File: config.mk
export PLATFORM = sky130hd
export DESIGN_NAME = neuron_mac
export DESIGN_NICKNAME = d
export VERILOG_FILES = /design/src/rtl/neuron_mac.sv
export SDC_FILE = /design/constraint.sdc
export NUM_CORES = 1
export LEC_CHECK = 0
export ABC_AREA = 1
export BUFFER_PORTS_ARGS = -buffer_cell sky130_fd_sc_hd__buf_2
export CORE_UTILIZATION = 50
export CTS_CLUSTER_SIZE = 28
export DETAILED_ROUTE_END_ITERATION = 12
export GPL_ROUTABILITY_DRIVEN = 0
export PLACE_DENSITY = 0.64
export REMOVE_ABC_BUFFERS = 1
export SLEW_MARGIN = 25
export SYNTH_ARGS = -nofsm -noshare
export SYNTH_HDL_FRONTEND = slang
export SYNTH_SLANG_ARGS = --single-unit
File: constraint.sdc
create_clock -name clk -period 5.1 [get_ports clk]
set_input_delay 0 -clock clk [delete_from_list [all_inputs] [get_ports clk]]
set_output_delay 0 -clock clk [all_outputs]
set_load 0.1 [all_outputs]
File: src/rtl/neuron_mac.sv
// Four-term MAC neuron stage: dot product, bias, fixed-point scale,
// saturating ReLU and one neuron-memory write per group of four terms.
module neuron_mac #(
    parameter int FRAC = 4
) (
    input  logic        clk,
    input  logic        reset_n,
    input  logic        flush,
    input  logic        in_valid,
    input  logic [7:0]  weight_data,
    input  logic [7:0]  neuro_data,
    input  logic [15:0] bias,
    input  logic [7:0]  write_addr_in,
    output logic        wr_en,
    output logic [7:0]  wr_addr,
    output logic [7:0]  wr_data,
    output logic [1:0]  term_idx,
    output logic [7:0]  neuron_count
);

    // operand capture stage (term acceptance)
    logic               s0_valid;
    logic               s0_first;
    logic               s0_last;
    logic signed [7:0]  s0_w;
    logic signed [7:0]  s0_n;
    logic [15:0]        s0_bias;
    logic [7:0]         s0_addr;

    // product stage
    logic               p_valid;
    logic               p_first;
    logic               p_last;
    logic signed [15:0] p_prod;
    logic [15:0]        p_bias;
    logic [7:0]         p_addr;

    // accumulate stage; a_valid marks a completed (last-tagged) sum
    logic               a_valid;
    logic signed [17:0] acc;
    logic [15:0]        a_bias;
    logic [7:0]         a_addr;

    logic signed [15:0] prod;
    logic signed [17:0] prod_ext;
    logic signed [19:0] sum;
    logic signed [19:0] scaled;
    logic [7:0]         act;

    assign prod     = s0_w * s0_n;
    assign prod_ext = {{2{p_prod[15]}}, p_prod};

    always_ff @(posedge clk or negedge reset_n) begin
        if (!reset_n) begin
            term_idx <= 2'd0;
            s0_valid <= 1'b0;
            s0_first <= 1'b0;
            s0_last  <= 1'b0;
            s0_w     <= '0;
            s0_n     <= '0;
            s0_bias  <= '0;
            s0_addr  <= '0;
        end else if (flush) begin
            term_idx <= 2'd0;
            s0_valid <= 1'b0;
        end else begin
            s0_valid <= in_valid;
            if (in_valid) begin
                term_idx <= term_idx + 2'd1;
                s0_first <= (term_idx == 2'd0);
                s0_last  <= (term_idx == 2'd3);
                s0_w     <= weight_data;
                s0_n     <= neuro_data;
                if (term_idx == 2'd3) begin
                    s0_bias <= bias;
                    s0_addr <= write_addr_in;
                end
            end
        end
    end

    always_ff @(posedge clk or negedge reset_n) begin
        if (!reset_n) begin
            p_valid <= 1'b0;
            p_first <= 1'b0;
            p_last  <= 1'b0;
            p_prod  <= '0;
            p_bias  <= '0;
            p_addr  <= '0;
        end else if (flush) begin
            p_valid <= 1'b0;
        end else begin
            p_valid <= s0_valid;
            if (s0_valid) begin
                p_first <= s0_first;
                p_last  <= s0_last;
                p_prod  <= prod;
                if (s0_last) begin
                    p_bias <= s0_bias;
                    p_addr <= s0_addr;
                end
            end
        end
    end

    // a first term overwrites the accumulator, so groups never need a clear bubble
    always_ff @(posedge clk or negedge reset_n) begin
        if (!reset_n) begin
            a_valid <= 1'b0;
            acc     <= '0;
            a_bias  <= '0;
            a_addr  <= '0;
        end else if (flush) begin
            a_valid <= 1'b0;
        end else begin
            a_valid <= p_valid && p_last;
            if (p_valid) begin
                if (p_first) begin
                    acc <= prod_ext;
                end else begin
                    acc <= acc + prod_ext;
                end
                if (p_last) begin
                    a_bias <= p_bias;
                    a_addr <= p_addr;
                end
            end
        end
    end

    always_comb begin
        sum    = {{2{acc[17]}}, acc} + {{4{a_bias[15]}}, a_bias};
        scaled = sum >>> FRAC;
        act    = 8'd0;
        if (scaled < 0) begin
            act = 8'd0;
        end else if (scaled > 20'sd127) begin
            act = 8'd127;
        end else begin
            act = scaled[7:0];
        end
    end

    always_ff @(posedge clk or negedge reset_n) begin
        if (!reset_n) begin
            wr_en        <= 1'b0;
            wr_addr      <= '0;
            wr_data      <= '0;
            neuron_count <= '0;
        end else if (flush) begin
            wr_en <= 1'b0;
        end else begin
            wr_en <= a_valid;
            if (a_valid) begin
                wr_addr      <= a_addr;
                wr_data      <= act;
                neuron_count <= neuron_count + 8'd1;
            end
        end
    end

endmodule

# Word level (Yosys, flattened, before mapping)
# Cells that the tools add are included.
totals:
  reg_bits: 156
  elab_cells: 50
op_classes:
  n_addsub: 4
  multipliers: 1
  n_lt_le_gt_ge: 2
  n_eq_ne: 1
  n_mux: 9
  bitwise: 1
  n_reduce_logical: 10
ops:
  columns: ["cell", "n"]
  rows:
  - ["18-bit by 16-bit adder with 19-bit output", 1]
  - ["18-bit by 16-bit adder with 18-bit output", 1]
  - ["18-bit two-way mux", 1]
  - ["8-bit by 8-bit multiplier with 16-bit output", 1]
  - ["8-bit two-way mux", 2]
  - ["15-bit by 8-bit greater-than comparator with 1-bit output, second input constant", 1]
  - ["15-bit by 1-bit < comparator with 1-bit output, second input constant", 1]
  - ["3-bit AND reduction", 3]
  - ["8-bit by 1-bit adder with 8-bit output, second input constant", 1]
  - ["2-bit AND reduction", 4]
  - ["1-bit two-way mux", 4]
  - ["2-bit two-way mux", 2]
  - ["2-bit by 1-bit adder with 2-bit output, second input constant", 1]
  - ["2-bit equality test, second input constant", 1]
  - ["2-bit logical NOT", 1]
  - ["2-bit nonzero test", 1]
  - ["1-bit logical AND", 1]
  - ["1-bit NOT", 1]

# Depth between registers and ports, before layout
logic_depth:
  ltp_word: 4
  depth_mapped: 22
  depth_no_buf: 21

# Least setup slack after synthesis
# Ideal clock, no wire load.
synth_path:
  kind: "register to register"
  start: "register s0_w[0]"
  end: "register p_prod[12]"
  t_arrival_ps: 4253
  required_time_ps: 4979
  path_slack_ps: 726
  path_stages_with_launch: 21
  period_less_slack_ps: 4374
  path_cell_list: "dfrtp_1 > clkbuf_1 > or2_2 > fa_1 > fa_1 > inv_1 > fa_1 > inv_1 > fa_1 > inv_1 > ha_1 > nand2_1 > nand2_1 > a31oi_1 > o21ai_1 > a21oi_1 > or2_1 > nand2_1 > nand2_1 > nand3_1 > o21ai_1"
synth_via:
  elab_chain_cells: 1
synth_rtl:
  columns: ["element", "line_no", "rtl"]
  rows:
  - ["start, declared", "25", "logic signed [7:0] s0_w;"]
  - ["start signal, assigned", "72", "s0_w <= weight_data;"]
  - ["8-bit by 8-bit multiplier with 16-bit output", "50", "assign prod = s0_w * s0_n;"]
  - ["end signal, assigned", "97", "p_prod <= prod;"]
  - ["end, declared", "34", "logic signed [15:0] p_prod;"]
# No other way between the ends.
# A chain may end at the register's enable or synchronous reset.

# Worst setup path after layout
layout_path:
  start: "register s0_n[7]"
  end: "register p_prod[12]"
layout_via:
  elab_chain_cells: 1
layout_rtl:
  columns: ["element", "line_no", "rtl"]
  rows:
  - ["start, declared", "26", "logic signed [7:0] s0_n;"]
  - ["start signal, assigned", "73", "s0_n <= neuro_data;"]
  - ["8-bit by 8-bit multiplier with 16-bit output", "50", null]
# No other way between the ends.

==> impl_metrics.env <==
export IMPL_status="complete, no violations"
export IMPL_clk_pin_slew_worst_paths_ps=80
export IMPL_cp_end_kind="register"
export IMPL_synthMostInstantiatedCell="nand2_1"
export IMPL_path_class="register to register"
export IMPL_postCtsSetupBuffers=0
export IMPL_core_sq_mm=0.0210
export IMPL_post_route_util_pct=58.8
export IMPL_vias=8557
export IMPL_post_cts_resized=0
export IMPL_ys_seq_area_share_pct=36.5
export IMPL_drive_gt1_share_pct=10.7
export IMPL_ant_nets=0
export IMPL_critical_path_depth=20
export IMPL_hold_ws_ps=183
export IMPL_htreeDepth=4
export IMPL_final_area_sq_mm=0.0124
export IMPL_diodes=0
export IMPL_worstMarginPinSlew_ps=813
export IMPL_ys_warn_count=0
export IMPL_setup_viol=0
export IMPL_ys_types=43
export IMPL_fin_ws_ps=534
export IMPL_critPathSlowestCell="fa_1"
export IMPL_path_buf_inv=4
export IMPL_hold_class="input port to asynchronous set/reset pin"
export IMPL_syn_area_per_cell_sq_um=7.74
export IMPL_synthTopCellsByCount="433 x nand2_1, 244 x inv_1, 156 x dfrtp_1"
export IMPL_cts_buffer_depth=2
export IMPL_row_count=53
export IMPL_ioPinCount=71
export IMPL_dp_hpwl_mm=16.7
export IMPL_reg2reg_setup_slack_ps=530
export IMPL_dieWidth_um=148
export IMPL_grt_usage_pct=22.4
export IMPL_leakage_nw=7.04
export IMPL_slowest_delay_ps=540
export IMPL_setup_tns_ps=0
export IMPL_num_nets_final=1646
export IMPL_max_cap_violations=0
export IMPL_io_buffers=70
export IMPL_cp_arrival_ps=4860
export IMPL_grt_overflow=0
export IMPL_rsz0062_at_grt="false"
export IMPL_ys_ff_latch=156
export IMPL_clkSinkCount=156
export IMPL_fin_worst_skew_ps=11.2
export IMPL_period_share_pct=89.5
export IMPL_place_area_sq_mm=0.0113
export IMPL_pre_cts_ws_ps=527
export IMPL_slew_viol_final=0
export IMPL_fin_cells=1768
export IMPL_synth_top_area_cell="dfrtp_1"
export IMPL_synth_top_area_share_pct=36.5
export IMPL_ys_top_cells_by_area="dfrtp_1 36%, nand2_1 15%, fa_1 10%, inv_1 8.6%, ha_1 7.7%"
export IMPL_routedWlPerCell_um=12.8
export IMPL_finalHoldViolations=0
export IMPL_cts_tree="yes"
export IMPL_placedCellCount=1692
export IMPL_r2r_start="s0_n[7]"
export IMPL_clk_insertion_delay_late_ps=430
export IMPL_first_global_vias=8365
export IMPL_max_vdd_ir_drop_mv=0.242
export IMPL_p_per_area_mw_per_mm2=496
export IMPL_critical_path_cell_chain="inv_1, or2_2, fa_1, fa_1, inv_1, fa_1, inv_1, fa_1, inv_1, ha_1, nand2_1, nand2_1, a31oi_1, o21ai_1, a21oi_1, or2_1, nand2_1, nand2_1, nand3_1, o21ai_1"
export IMPL_holdBufCountCts=44
export IMPL_syn_inst=1383
export IMPL_async_flop_share_pct=100
export IMPL_crit_path_start_kind="register"
export IMPL_synth_enable_flop_cells=0
export IMPL_max_freq_mhz=219
export IMPL_grt_max_degree=101
export IMPL_r2r_end="p_prod[12]"
export IMPL_drc_errors=0
export IMPL_avgViaCountPerCell=4.84
export IMPL_numCtsBuffers=17
export IMPL_synthFlopType="dfrtp_1"
export IMPL_slew_headroom_pct=45.8
export IMPL_rr_worst_depth=20
export IMPL_initial_core_util_pct=50.9
export IMPL_drt_first_pass_iters=4
export IMPL_die_h_um=148
export IMPL_drt_iter0_drc=472
export IMPL_antenna_found_initial=0
export IMPL_grt_pass1_wl_mm=39.5
export IMPL_total_power_mw=6.13
export IMPL_wl_mm=22.6
export IMPL_area_growth_pct=15.4
export IMPL_cp_max_fo=9
export IMPL_worst_ep_required_time_ps=5400
export IMPL_crit_family="adder cells"
export IMPL_die_area_sq_mm=0.0220
export IMPL_layout_min_cycle_time_ps=4570
export IMPL_synth_area_sq_mm=0.0107
export IMPL_root_buffer="clkbuf_16"
power breakdown:
group	total, mW	switching (mW)	internal (mW)	leakage, nW
combinational	3.11	1.96	1.15	4.83
clock	1.28	0.611	0.669	0.300
sequential	1.74	0.249	1.49	1.92
flip-flops by register name (all words and copies together) (netlist names), 2 cells and up:
register,cells
a_addr,8
a_bias,16
acc,18
neuron_count,8
p_addr,8
p_bias,16
p_prod,16
s0_addr,8
s0_bias,16
s0_n,8
s0_w,8
term_idx,2
wr_addr,8
wr_data,8
area by class of cell:
class,count,area [sq um]
multi-input cells,931,5690
repair buffers,121,852
flip-flops and latches,156,3900
inverters,253,950
clock buffers,17,425
clock inverters,15,196
fillers,1930,8660
well taps,275,344
how the worst max path moves through the flow:
stage	slack, ps	start	endpoint
2_1_floorplan	770	s0_n[7]	p_prod[12]
3_3_place_gp	590	s0_n[7]	p_prod[12]
3_5_place_dp	530	s0_n[7]	p_prod[12]
4_1_cts	500	s0_n[7]	p_prod[12]
5_1_grt	200	s0_n[7]	p_prod[12]
6_report	530	s0_n[7]	p_prod[12]
placed cells by master (no fill, tap or decap), types with 2 or more instances in the layout:
cell type / n
nor2_1: 71
clkbuf_16: 17
fa_1: 56
o21bai_2: 2
nand3_1: 42
inv_8: 5
nand2_4: 2
nor2_2: 7
xnor2_1: 15
dfrtp_1: 156
xor2_1: 18
nand2_1: 433
nor3_1: 8
o21bai_1: 4
o2111ai_1: 2
a21o_1: 4
nand3_2: 4
a31oi_1: 5
o21ai_0: 70
dlygate4sd3_1: 44
or2_2: 5
clkinv_4: 3
nand2_2: 15
inv_1: 244
or2_1: 2
clkinv_1: 3
nor3_2: 3
a21oi_1: 73
clkinv_8: 7
buf_2: 69
a21oi_2: 3
inv_2: 6
buf_4: 7
o21ai_1: 4
o211ai_1: 3
nand4_1: 5
ha_1: 66
cell families (layout without fill, tap and decap cells):
| group | Yosys count | after routing | share of synthesized area [%] |
|---|---|---|---|
| DFF | 156 | 156 | 36.5 |
| adders and majority gates | 122 | 122 | 18.2 |
| AOI/OAI and AO/OA | 176 | 176 | 9.09 |
| buffers and inverters | 296 | 406 | 10.4 |
| and+or+nand+nor | 600 | 600 | 23.1 |
| xor gates and xnor gates | 33 | 33 | 2.70 |
worst reg2reg max path, cell delays in order, from the launching register on:
cell and delay [ps]:
dfrtp_1 380, inv_1 140, or2_2 320, fa_1 510, fa_1 540, inv_1 50, fa_1 530, inv_1 50
fa_1 520, inv_1 40, ha_1 380, nand2_1 80, nand2_1 70, a31oi_1 60, o21ai_1 210, a21oi_1 80
or2_1 220, nand2_1 60, nand2_1 40, nand3_1 60, o21ai_1 70
per-layer routing:
layer | part of all wire, % | global-route usage, % | wire length (um) | vias to the layer above
met5 | 0 | 0 | 0 | -
met4 | 1.9 | 7.27 | 437 | 0
met3 | 2.8 | 3.28 | 625 | 30
met2 | 45 | 35.2 | 10200 | 133
met1 | 50 | 32.0 | 11300 | 3966
li1 | - | - | - | 4428
(Power assumes the default switching activity.)
